**src/rtl/alu_sequencer_pkg.sv**
```systemverilog
// Shared definitions for the ALU instruction sequencer: function-control
// encodings, register-file indices and the controller state type.
package alu_sequencer_pkg;

    localparam logic [5:0] FC_NONE = 6'b000000;
    localparam logic [5:0] FC_MAIN = 6'b000001;
    localparam logic [5:0] FC_INC  = 6'b000010;
    localparam logic [5:0] FC_DEC  = 6'b000110;
    localparam logic [5:0] FC_MISC = 6'b100000;

    localparam logic [2:0] REG_B      = 3'd0;
    localparam logic [2:0] REG_C      = 3'd1;
    localparam logic [2:0] REG_D      = 3'd2;
    localparam logic [2:0] REG_E      = 3'd3;
    localparam logic [2:0] REG_H      = 3'd4;
    localparam logic [2:0] REG_L      = 3'd5;
    localparam logic [2:0] REG_HL_MEM = 3'd6;
    localparam logic [2:0] REG_A      = 3'd7;

    typedef enum logic [1:0] {
        ST_IDLE = 2'd0,
        ST_RD   = 2'd1,
        ST_EXEC = 2'd2,
        ST_WR   = 2'd3
    } state_e;

endpackage

```
**src/rtl/alu_op_decode.sv**
```systemverilog
// Combinational opcode classifier: legality, operand source, target index
// and ALU function-control vector for one ALU-class opcode.
module alu_op_decode
    import alu_sequencer_pkg::*;
(
    input  logic [7:0] opcode_i,
    output logic       legal_o,
    output logic       incdec_o,
    output logic       mem_op_o,
    output logic       imm_o,
    output logic       cp_o,
    output logic [2:0] idx_o,
    output logic [5:0] fc_o
);

    // Classify the opcode into MAIN_R, MAIN_I, INCDEC, MISC or illegal.
    always_comb begin
        legal_o  = 1'b0;
        incdec_o = 1'b0;
        mem_op_o = 1'b0;
        imm_o    = 1'b0;
        cp_o     = 1'b0;
        idx_o    = REG_A;
        fc_o     = FC_NONE;
        if (opcode_i[7:6] == 2'b10) begin
            legal_o  = 1'b1;
            idx_o    = opcode_i[2:0];
            mem_op_o = (opcode_i[2:0] == REG_HL_MEM);
            cp_o     = (opcode_i[5:3] == 3'd7);
            fc_o     = FC_MAIN;
        end else if ((opcode_i[7:6] == 2'b11) && (opcode_i[2:0] == 3'b110)) begin
            legal_o  = 1'b1;
            mem_op_o = 1'b1;
            imm_o    = 1'b1;
            cp_o     = (opcode_i[5:3] == 3'd7);
            fc_o     = FC_MAIN;
        end else if ((opcode_i[7:6] == 2'b00) && (opcode_i[2:1] == 2'b10)) begin
            legal_o  = 1'b1;
            incdec_o = 1'b1;
            idx_o    = opcode_i[5:3];
            mem_op_o = (opcode_i[5:3] == REG_HL_MEM);
            fc_o     = opcode_i[0] ? FC_DEC : FC_INC;
        end else if ((opcode_i[7:5] == 3'b001) && (opcode_i[2:0] == 3'b111)) begin
            legal_o  = 1'b1;
            fc_o     = FC_MISC;
        end else begin
            legal_o  = 1'b0;
        end
    end

endmodule

```
**src/rtl/alu_sequencer.sv**
```systemverilog
// Sequences one ALU-class instruction through the ALU, register file and
// memory port, including read/modify/write for (HL) operands.
module alu_sequencer
    import alu_sequencer_pkg::*;
(
    input  logic       i_Clk,
    input  logic       i_Reset_n,
    input  logic       i_Enable,
    input  logic       i_Start,
    input  logic [7:0] i_Opcode,
    output logic       o_Busy,
    output logic       o_Done,
    output logic       o_Illegal,
    output logic [7:0] o_Opcode,
    output logic [5:0] o_Function_Control,
    output logic       o_Save_Flags,
    output logic [7:0] o_Parameter,
    input  logic [7:0] i_Result,
    output logic [2:0] o_Reg_Sel,
    input  logic [7:0] i_Reg_Data,
    output logic       o_Reg_Write,
    output logic       o_A_Write,
    output logic       o_Mem_Req,
    output logic       o_Mem_Wr,
    output logic       o_Mem_Addr_Sel,
    output logic [7:0] o_Mem_Wdata,
    input  logic       i_Mem_Ack,
    input  logic [7:0] i_Mem_Rdata
);

    state_e     state_q, state_d;
    logic [7:0] opcode_q, opcode_d;
    logic [7:0] opr_q, opr_d;
    logic [7:0] wdata_q, wdata_d;

    logic [7:0] dec_op_s;
    logic       legal_s, incdec_s, mem_op_s, imm_s, cp_s;
    logic [2:0] idx_s;
    logic [5:0] fc_s;

    // In IDLE the incoming opcode is classified; afterwards the latched one.
    assign dec_op_s = (state_q == ST_IDLE) ? i_Opcode : opcode_q;
    assign o_Opcode = opcode_q;

    alu_op_decode u_decode (
        .opcode_i (dec_op_s),
        .legal_o  (legal_s),
        .incdec_o (incdec_s),
        .mem_op_o (mem_op_s),
        .imm_o    (imm_s),
        .cp_o     (cp_s),
        .idx_o    (idx_s),
        .fc_o     (fc_s)
    );

    // State and latches; the clock enable freezes everything.
    always_ff @(posedge i_Clk or negedge i_Reset_n) begin
        if (!i_Reset_n) begin
            state_q  <= ST_IDLE;
            opcode_q <= 8'h00;
            opr_q    <= 8'h00;
            wdata_q  <= 8'h00;
        end else if (i_Enable) begin
            state_q  <= state_d;
            opcode_q <= opcode_d;
            opr_q    <= opr_d;
            wdata_q  <= wdata_d;
        end
    end

    // Next-state and output decode.
    always_comb begin
        state_d            = state_q;
        opcode_d           = opcode_q;
        opr_d              = opr_q;
        wdata_d            = wdata_q;
        o_Busy             = 1'b0;
        o_Done             = 1'b0;
        o_Illegal          = 1'b0;
        o_Function_Control = FC_NONE;
        o_Save_Flags       = 1'b0;
        o_Parameter        = 8'h00;
        o_Reg_Sel          = 3'd0;
        o_Reg_Write        = 1'b0;
        o_A_Write          = 1'b0;
        o_Mem_Req          = 1'b0;
        o_Mem_Wr           = 1'b0;
        o_Mem_Addr_Sel     = 1'b0;
        o_Mem_Wdata        = 8'h00;
        case (state_q)
            ST_IDLE: begin
                if (i_Start && i_Enable) begin
                    opcode_d = i_Opcode;
                    if (!legal_s) begin
                        o_Done    = 1'b1;
                        o_Illegal = 1'b1;
                        state_d   = ST_IDLE;
                    end else if (mem_op_s) begin
                        state_d = ST_RD;
                    end else begin
                        state_d = ST_EXEC;
                    end
                end else begin
                    state_d = ST_IDLE;
                end
            end
            ST_RD: begin
                o_Busy         = 1'b1;
                o_Mem_Req      = 1'b1;
                o_Mem_Addr_Sel = imm_s;
                if (i_Mem_Ack) begin
                    opr_d   = i_Mem_Rdata;
                    state_d = ST_EXEC;
                end else begin
                    state_d = ST_RD;
                end
            end
            ST_EXEC: begin
                o_Busy             = 1'b1;
                o_Function_Control = fc_s;
                o_Save_Flags       = 1'b1;
                o_Reg_Sel          = idx_s;
                o_Parameter        = mem_op_s ? opr_q : i_Reg_Data;
                if (incdec_s && mem_op_s) begin
                    wdata_d = i_Result;
                    state_d = ST_WR;
                end else begin
                    o_Done  = 1'b1;
                    state_d = ST_IDLE;
                    if (incdec_s) begin
                        o_A_Write   = (idx_s == REG_A);
                        o_Reg_Write = (idx_s != REG_A);
                    end else begin
                        // CP only updates flags; MISC always rewrites A.
                        o_A_Write = ~cp_s;
                    end
                end
            end
            ST_WR: begin
                o_Busy      = 1'b1;
                o_Mem_Req   = 1'b1;
                o_Mem_Wr    = 1'b1;
                o_Mem_Wdata = wdata_q;
                if (i_Mem_Ack && i_Enable) begin
                    o_Done  = 1'b1;
                    state_d = ST_IDLE;
                end else begin
                    state_d = ST_WR;
                end
            end
            default: begin
                state_d = ST_IDLE;
            end
        endcase
    end

endmodule

```
**config.mk**
```make
export PLATFORM = sky130hd
export DESIGN_NAME = alu_sequencer
export DESIGN_NICKNAME = d
export VERILOG_FILES = /design/src/rtl/alu_sequencer_pkg.sv /design/src/rtl/alu_op_decode.sv /design/src/rtl/alu_sequencer.sv
export SDC_FILE = /design/constraint.sdc
export NUM_CORES = 1
export LEC_CHECK = 0
export ABC_AREA = 1
export BUFFER_PORTS_ARGS = -buffer_cell sky130_fd_sc_hd__buf_2
export CAP_MARGIN = 20
export CELL_PAD_IN_SITES_DETAIL_PLACEMENT = 1
export CELL_PAD_IN_SITES_GLOBAL_PLACEMENT = 2
export CORE_MARGIN = 10
export CORE_UTILIZATION = 24
export DETAILED_ROUTE_END_ITERATION = 10
export MAX_ROUTING_LAYER = met4
export PLACE_DENSITY_LB_ADDON = 0.1
export SLEW_MARGIN = 20
export SYNTH_ARGS = -nofsm -noshare
export SYNTH_HDL_FRONTEND = slang
export SYNTH_SLANG_ARGS = --single-unit
```
**constraint.sdc**
```tcl
create_clock -name i_Clk -period 2.2 [get_ports i_Clk]
set_clock_uncertainty 0.1 [all_clocks]
set_input_delay 0.22 -clock i_Clk [delete_from_list [all_inputs] [get_ports i_Clk]]
set_output_delay 0.22 -clock i_Clk [all_outputs]
set_load 0.1 [all_outputs]
```
# [Yosys cells after proc, flatten, opt, wreduce, memory -nomap -nowiden]
# Cells that the tools add are included.
[word_totals] ff_bits=26 latchBits=0 ramBits=0 rom_bits=0 inputBits=37 out_inout_bits=42 elab_cells=83 n_memories=0
[op_classes] n_addsub=0 mul=0 div=0 n_lt_le_gt_ge=0 n_eq_ne=13 shifts=0 muxes=52 n_bitwise=1 reduce_logical=13
[ops] op="2-to-1 mux 8 bit" count=4
[ops] op="2-to-1 mux 1 bit" count=30
[ops] op="2-to-1 mux 6 bit" count=5
[ops] op="equality test 3 bit, second input constant" count=5
[ops] op="2-to-1 mux 3 bit" count=5
[ops] op="2-to-1 mux 2 bit" count=6
[ops] op="equality test 2 bit, second input constant" count=5
[ops] op="AND reduction 3 bit" count=3
[ops] op="one-hot mux 2 bit (4 select lines)" count=1
[ops] op="logical AND 1 bit" count=6
[ops] op="logical NOT 2 bit" count=2
[ops] op="equality test 3 x 1 -> 1 bit, second input constant" count=1
[ops] op="!= test 3 bit, second input constant" count=1
[ops] op="one-hot mux 1 bit (3 select lines)" count=1
[ops] op="OR reduction 3 bit" count=1
[ops] op="equality test 2 x 1 -> 1 bit, second input constant" count=1
[ops] op="OR reduction 2 bit" count=1
[ops] op="inverter 1 bit" count=1

# [Depth between registers and ports, before layout]
[depth] word_depth=11 mapped_depth=15 ltp_nobuf=13

# [By module]
# From an unflattened synthesis, not the netlist that was laid out.
[hier_totals] cells_unflattened=271 area_unflattened_um2=1757.9
[by_module_without_submodules] mod="alu_sequencer" n_inst=1 cells_each=220 area_per_inst_um2=1520.2 seq_area_each_um2=650.6
[by_module_without_submodules] mod="alu_op_decode" n_inst=1 cells_each=51 area_per_inst_um2=237.7 seq_area_each_um2=0.0

# [Least setup slack after synthesis]
# OpenSTA, ideal clock, no wires.
[synth_timing] kind="flip-flop to output port" startpoint="register state_q[1]" endpoint="output o_Function_Control[2]" arrival_ps=4373 required_time_ps=1880 slack_ps=-2493 path_stages_with_launch=5 n_path_buf=0 path_cell_list="dfrtp_1 -> inv_2 -> nor2_1 -> inv_1 -> nor3_1"
[synth_between] elab_chain_len=8 elab_cells_between_ends=15 classes_between="5 x eq/ne; 6 x mux; 4 x reduce/logical"
[synth_lines] item="start, declared" line="alu_sequencer.sv:31" rtl="state_e state_q, state_d;"
[synth_lines] item="start signal, assigned" line="alu_sequencer.sv:64" rtl="state_q <= state_d;"
[synth_lines] item="logical NOT 2 bit" line="alu_sequencer.sv:42" rtl="assign dec_op_s = (state_q == ST_IDLE) ? i_Opcode : opcode_q;"
[synth_lines] item="2-to-1 mux 8 bit" line="alu_sequencer.sv:42"
[synth_lines] item="equality test 2 bit / logical NOT 2 bit (equally long branches)" line="alu_op_decode.sv:37" rtl="end else if ((opcode_i[7:6] == 2'b00) && (opcode_i[2:1] == 2'b10)) begin"
[synth_lines] item="logical AND 1 bit" line="alu_op_decode.sv:37"
[synth_lines] item="2-to-1 mux 6 bit" line="alu_op_decode.sv:37"
[synth_lines] item="2-to-1 mux 6 bit" line="alu_op_decode.sv:31" rtl="end else if ((opcode_i[7:6] == 2'b11) && (opcode_i[2:0] == 3'b110)) begin"
[synth_lines] item="2-to-1 mux 6 bit" line="alu_op_decode.sv:25" rtl="if (opcode_i[7:6] == 2'b10) begin"
[synth_lines] item="2-to-1 mux 6 bit *" line="alu_sequencer.sv:90" rtl="case (state_q)"
[synth_lines] item="end, declared" line="alu_sequencer.sv:15" rtl="output logic [5:0] o_Function_Control,"
# Every way passes the cells marked *; elsewhere a longest branch is shown, timed or not.

# [Worst setup path in the final report]
[layout_timing] startpoint="register state_q[1]" endpoint="output o_Parameter[3]"
[layout_between] elab_chain_len=9 elab_cells_between_ends=16 classes_between="6 x eq/ne; 6 x mux; 4 x reduce/logical"
[layout_lines] item="logical NOT 2 bit" line="alu_sequencer.sv:42"
[layout_lines] item="2-to-1 mux 8 bit" line="alu_sequencer.sv:42"
[layout_lines] item="equality test 2 bit / logical NOT 2 bit (equally long branches)" line="alu_op_decode.sv:37"
[layout_lines] item="logical AND 1 bit" line="alu_op_decode.sv:37"
[layout_lines] item="2-to-1 mux 1 bit" line="alu_op_decode.sv:37"
[layout_lines] item="2-to-1 mux 1 bit" line="alu_op_decode.sv:31"
[layout_lines] item="2-to-1 mux 1 bit" line="alu_op_decode.sv:25"
[layout_lines] item="2-to-1 mux 8 bit" line="alu_sequencer.sv:123" rtl="o_Parameter = mem_op_s ? opr_q : i_Reg_Data;"
[layout_lines] item="2-to-1 mux 8 bit *" line="alu_sequencer.sv:90"
[layout_lines] item="end, declared" line="alu_sequencer.sv:17" rtl="output logic [7:0] o_Parameter,"
# Marks and branches as above.

==> key figures <==
Timing
  – RSZ-0062 raised after global routing: yes
  – Maximum clock frequency: between 400 and 500 MHz
  – Relative max-transition margin: approximately 58%
  – Final setup margin: -0.284 ns
  – Final Hold Fails: 0
  – Post-route minimum period: about 2.5 ns
  – Max Slew Vio Count: 0
  – Period utilization: 113%
  – Least-Margin Pin Slew: between 0.6 and 0.7 ns
  – Final setup TNS: -4.48 ns
  – Final setup vio count: 28

Final layout
  – Post-route insts no fill: 469
  – Ant diodes: 0
  – Layout cell share with drive strength beyond 1: 67.6%
  – Area Growth Syn to Fin: 102%
  – FF/Latch Area: ~670 um2
  – Multi-input logic area: 1390 um2
  – Final #Nets: a little over 400
  – FILL cells: 858

Setup path
  – Crit path arrival time: approximately 2.2 ns
  – FF-to-FF path depth: 12
  – CP Capture Type: output port
  – Required @ worst endpoint: about 1.9 ns
  – Crit Path Category: register to output port
  – Startpoint Class: register
  – Worst Path Max Fanout: 6

Synth
  – Post-synth EDFFs: 0
  – Asr flop ratio synth: between 90% and 100%
  – Main synth FF type: dfrtp_1
  – Yosys top cell area share: a little over a third
  – Most frequent cell after synthesis: nand2_1
  – #FFs+latches synth: 26
  – Register area share after synthesis: between 30% and 40%
  – Commonest cells post-synth: 67 x nand2_1, 31 x nor2_1, 30 x inv_1
  – Largest area contributor in the netlist: dfrtp_1
  – Mean Syn Cell Area: 7.22 um2
  – Synth warnings: 0
  – Mapped Area: between 1500 and 2000 um2
  – Post-synth cell types: 28
  – Top area cells in the synthesized netlist: dfrtp_1 37%, nand2_1 14%, nor2_1 6.5%, inv_1 6.3%, mux2_2 5.1%
  – Synth Instances: 246

Routing
  – DR pass1 iterations: 4
  – Vias after detailed routing: around 2,000
  – Initial DRC Count: 38
  – Wire per inst: 15.3 um
  – DRC Markers: 0
  – Antenna viol nets, final: 0
  – Vias per inst: around 4.3
  – WL final: approximately 7000 um

GRT
  – Total grt overflow: 0
  – GRT Util Overall: 12.7%
  – Antenna violations before repair: 0
  – First-pass GRT wire length: between 10,000 and 15,000 um
  – Vias in the first global route: 2,259
  – Largest net degree at the start of global routing: 27

Clock tree
  – CTS Buffer Depth: 2
  – Clk sinks: 26
  – Root Driver: clkbuf_8
  – H-Tree Depth: 1
  – Clk slew on worst S/H paths: around 0.11 ns
  – CTS Buf Count: 3
  – Skew-Pair Late Insertion Delay: between 0.2 and 0.3 ns
  – CTS tree: built

Run status
  – Failing checks: setup timing
  – Status: complete, but fails checks

Job
  – Max Cap Violations: 0

Place
  – Port Buffers: 76
  – Placed Cells: between 400 and 500
  – Final HPWL DP: about 5400 um
  – Placer Congestion: approximately 0.72
  – Dpl ws: -0.0847 ns

Power
  – PD cells: 1000 nW/um2
  – Leakage power: approximately 0.0018 uW
  – Tot Pwr: roughly 3600 uW
  – Worst vdd ir: approximately 420 uV

Floorplan
  – Die extent in y: roughly 110 um
  – Die area: 11,200 um2
  – Initial Util: ~25%
  – Core Area: slightly above 7000 um2
  – Placement row count: 31
  – Die W: 106 um
  – I/O pins: roughly 80

Min path
  – Hold path depth: 3
  – Hold WC Path Type: primary input to register
==> layout make-up <==
type | instances | share of cell area, %
Timing Repair Buffer | 126 | 32.7
Sequential cell | 26 | 18.7
Tap cell | 99 | 3.46
Clock inverter | 1 | 0.838
Inverter | 36 | 4.37
Clock buffer | 3 | 1.15
Multi-Input combinational cell | 178 | 38.8
==> flip-flops by register name, indices dropped and copies added, names as in the netlist <==
register  cells
o_Opcode      8
opr_q         8
state_q       2
wdata_q       8
==> cells in the final DEF (no fill, tap or decap), drive strengths merged <==
cell type and instances:
clkinvlp 1, dfrtp 26, mux2 8, nor2 38, o22ai 1, bufinv 1, buf 115, or2 1
clkbuf 13, nand2 83, nand4 1, dlygate4sd3 1, nand3 9, conb 2, nor3 2, inv 35
o21ai 14, o211ai 1, a21oi 18
==> path summary, 6_finish.rpt <==
check | startpoint | endpoint | slack, ns
setup / recovery | state_q[1]$_DFFE_PN0P_ | o_Parameter[3] | -0.28
hold / removal | i_Opcode[4] | o_Opcode[4]$_DFFE_PN0P_ | 0.05
setup reg to reg | state_q[1]$_DFFE_PN0P_ | wdata_q[3]$_DFFE_PN0P_ | -0.05
hold reg to reg | opr_q[0]$_DFFE_PN0P_ | opr_q[0]$_DFFE_PN0P_ | 0.42
max in group asynchronous | i_Reset_n | o_Opcode[0]$_DFFE_PN0P_ | 1.16
min in group asynchronous | i_Reset_n | o_Opcode[2]$_DFFE_PN0P_ | 0.38
==> logic make-up after synthesis <==
logic type	after synthesis	share of synthesized area, %
AO/OA/AOI/OAI	34	11.7
buffers and inverters	46	11.8
flip-flops	26	36.6
multiplexers	8	5.07
other	1	0.211
AND/OR/NAND/NOR	131	34.6
==> metrics by stage <==
step	instance area, um2	utilization (%)	hold WS, ns
detailed placement	3040	42.2	0.185
finish	3580	49.7	0.0533
floorplan	2020	-	-0.176
global placement	3040	42.2	0.186
global route	3580	49.7	0.0592
CTS	3330	46.2	0.0463
==> timing repair <==
action | 4_1_cts | 5_1_grt
resized for setup | 37 | 49
hold buffers | 1 | 0
cloned | 3 | 1
buffers inserted | 8 | 7
pin swaps | 16 | 29
hold endpoints to repair | 26 | 0
endpoints found under the setup margin | 28 | 37
==> routing by layer <==
metal | track usage [%] | part of all wire, % | wire [um]
met1 | 15.9 | 46 | 3290
met2 | 21.1 | 51 | 3630
met3 | 2.05 | 3.1 | 220
met4 | 2.32 | 0.38 | 27
met5 | - | 0 | 0
==> power breakdown <==
part / internal [uW] / total, uW / leakage, uW / switching [uW]
combinational: 851 / 2460 / 0.00145 / 1610
sequential: 609 / 715 / 0.000299 / 106
clock: 244 / 420 / 0.0000357 / 176
==> worst max-delay path: stages (launching register included) <==
cell       delay (ns)
dfrtp_2          0.47
nor2_4           0.21
clkbuf_16        0.19
nand2_4          0.05
nand2_4          0.07
nand2_4          0.06
nor2_4           0.17
nand2_4          0.12
nand2_8          0.13
nand2_4          0.06
a21oi_4          0.16
buf_12           0.19
Note: power is estimated with default switching activity, not from simulation.
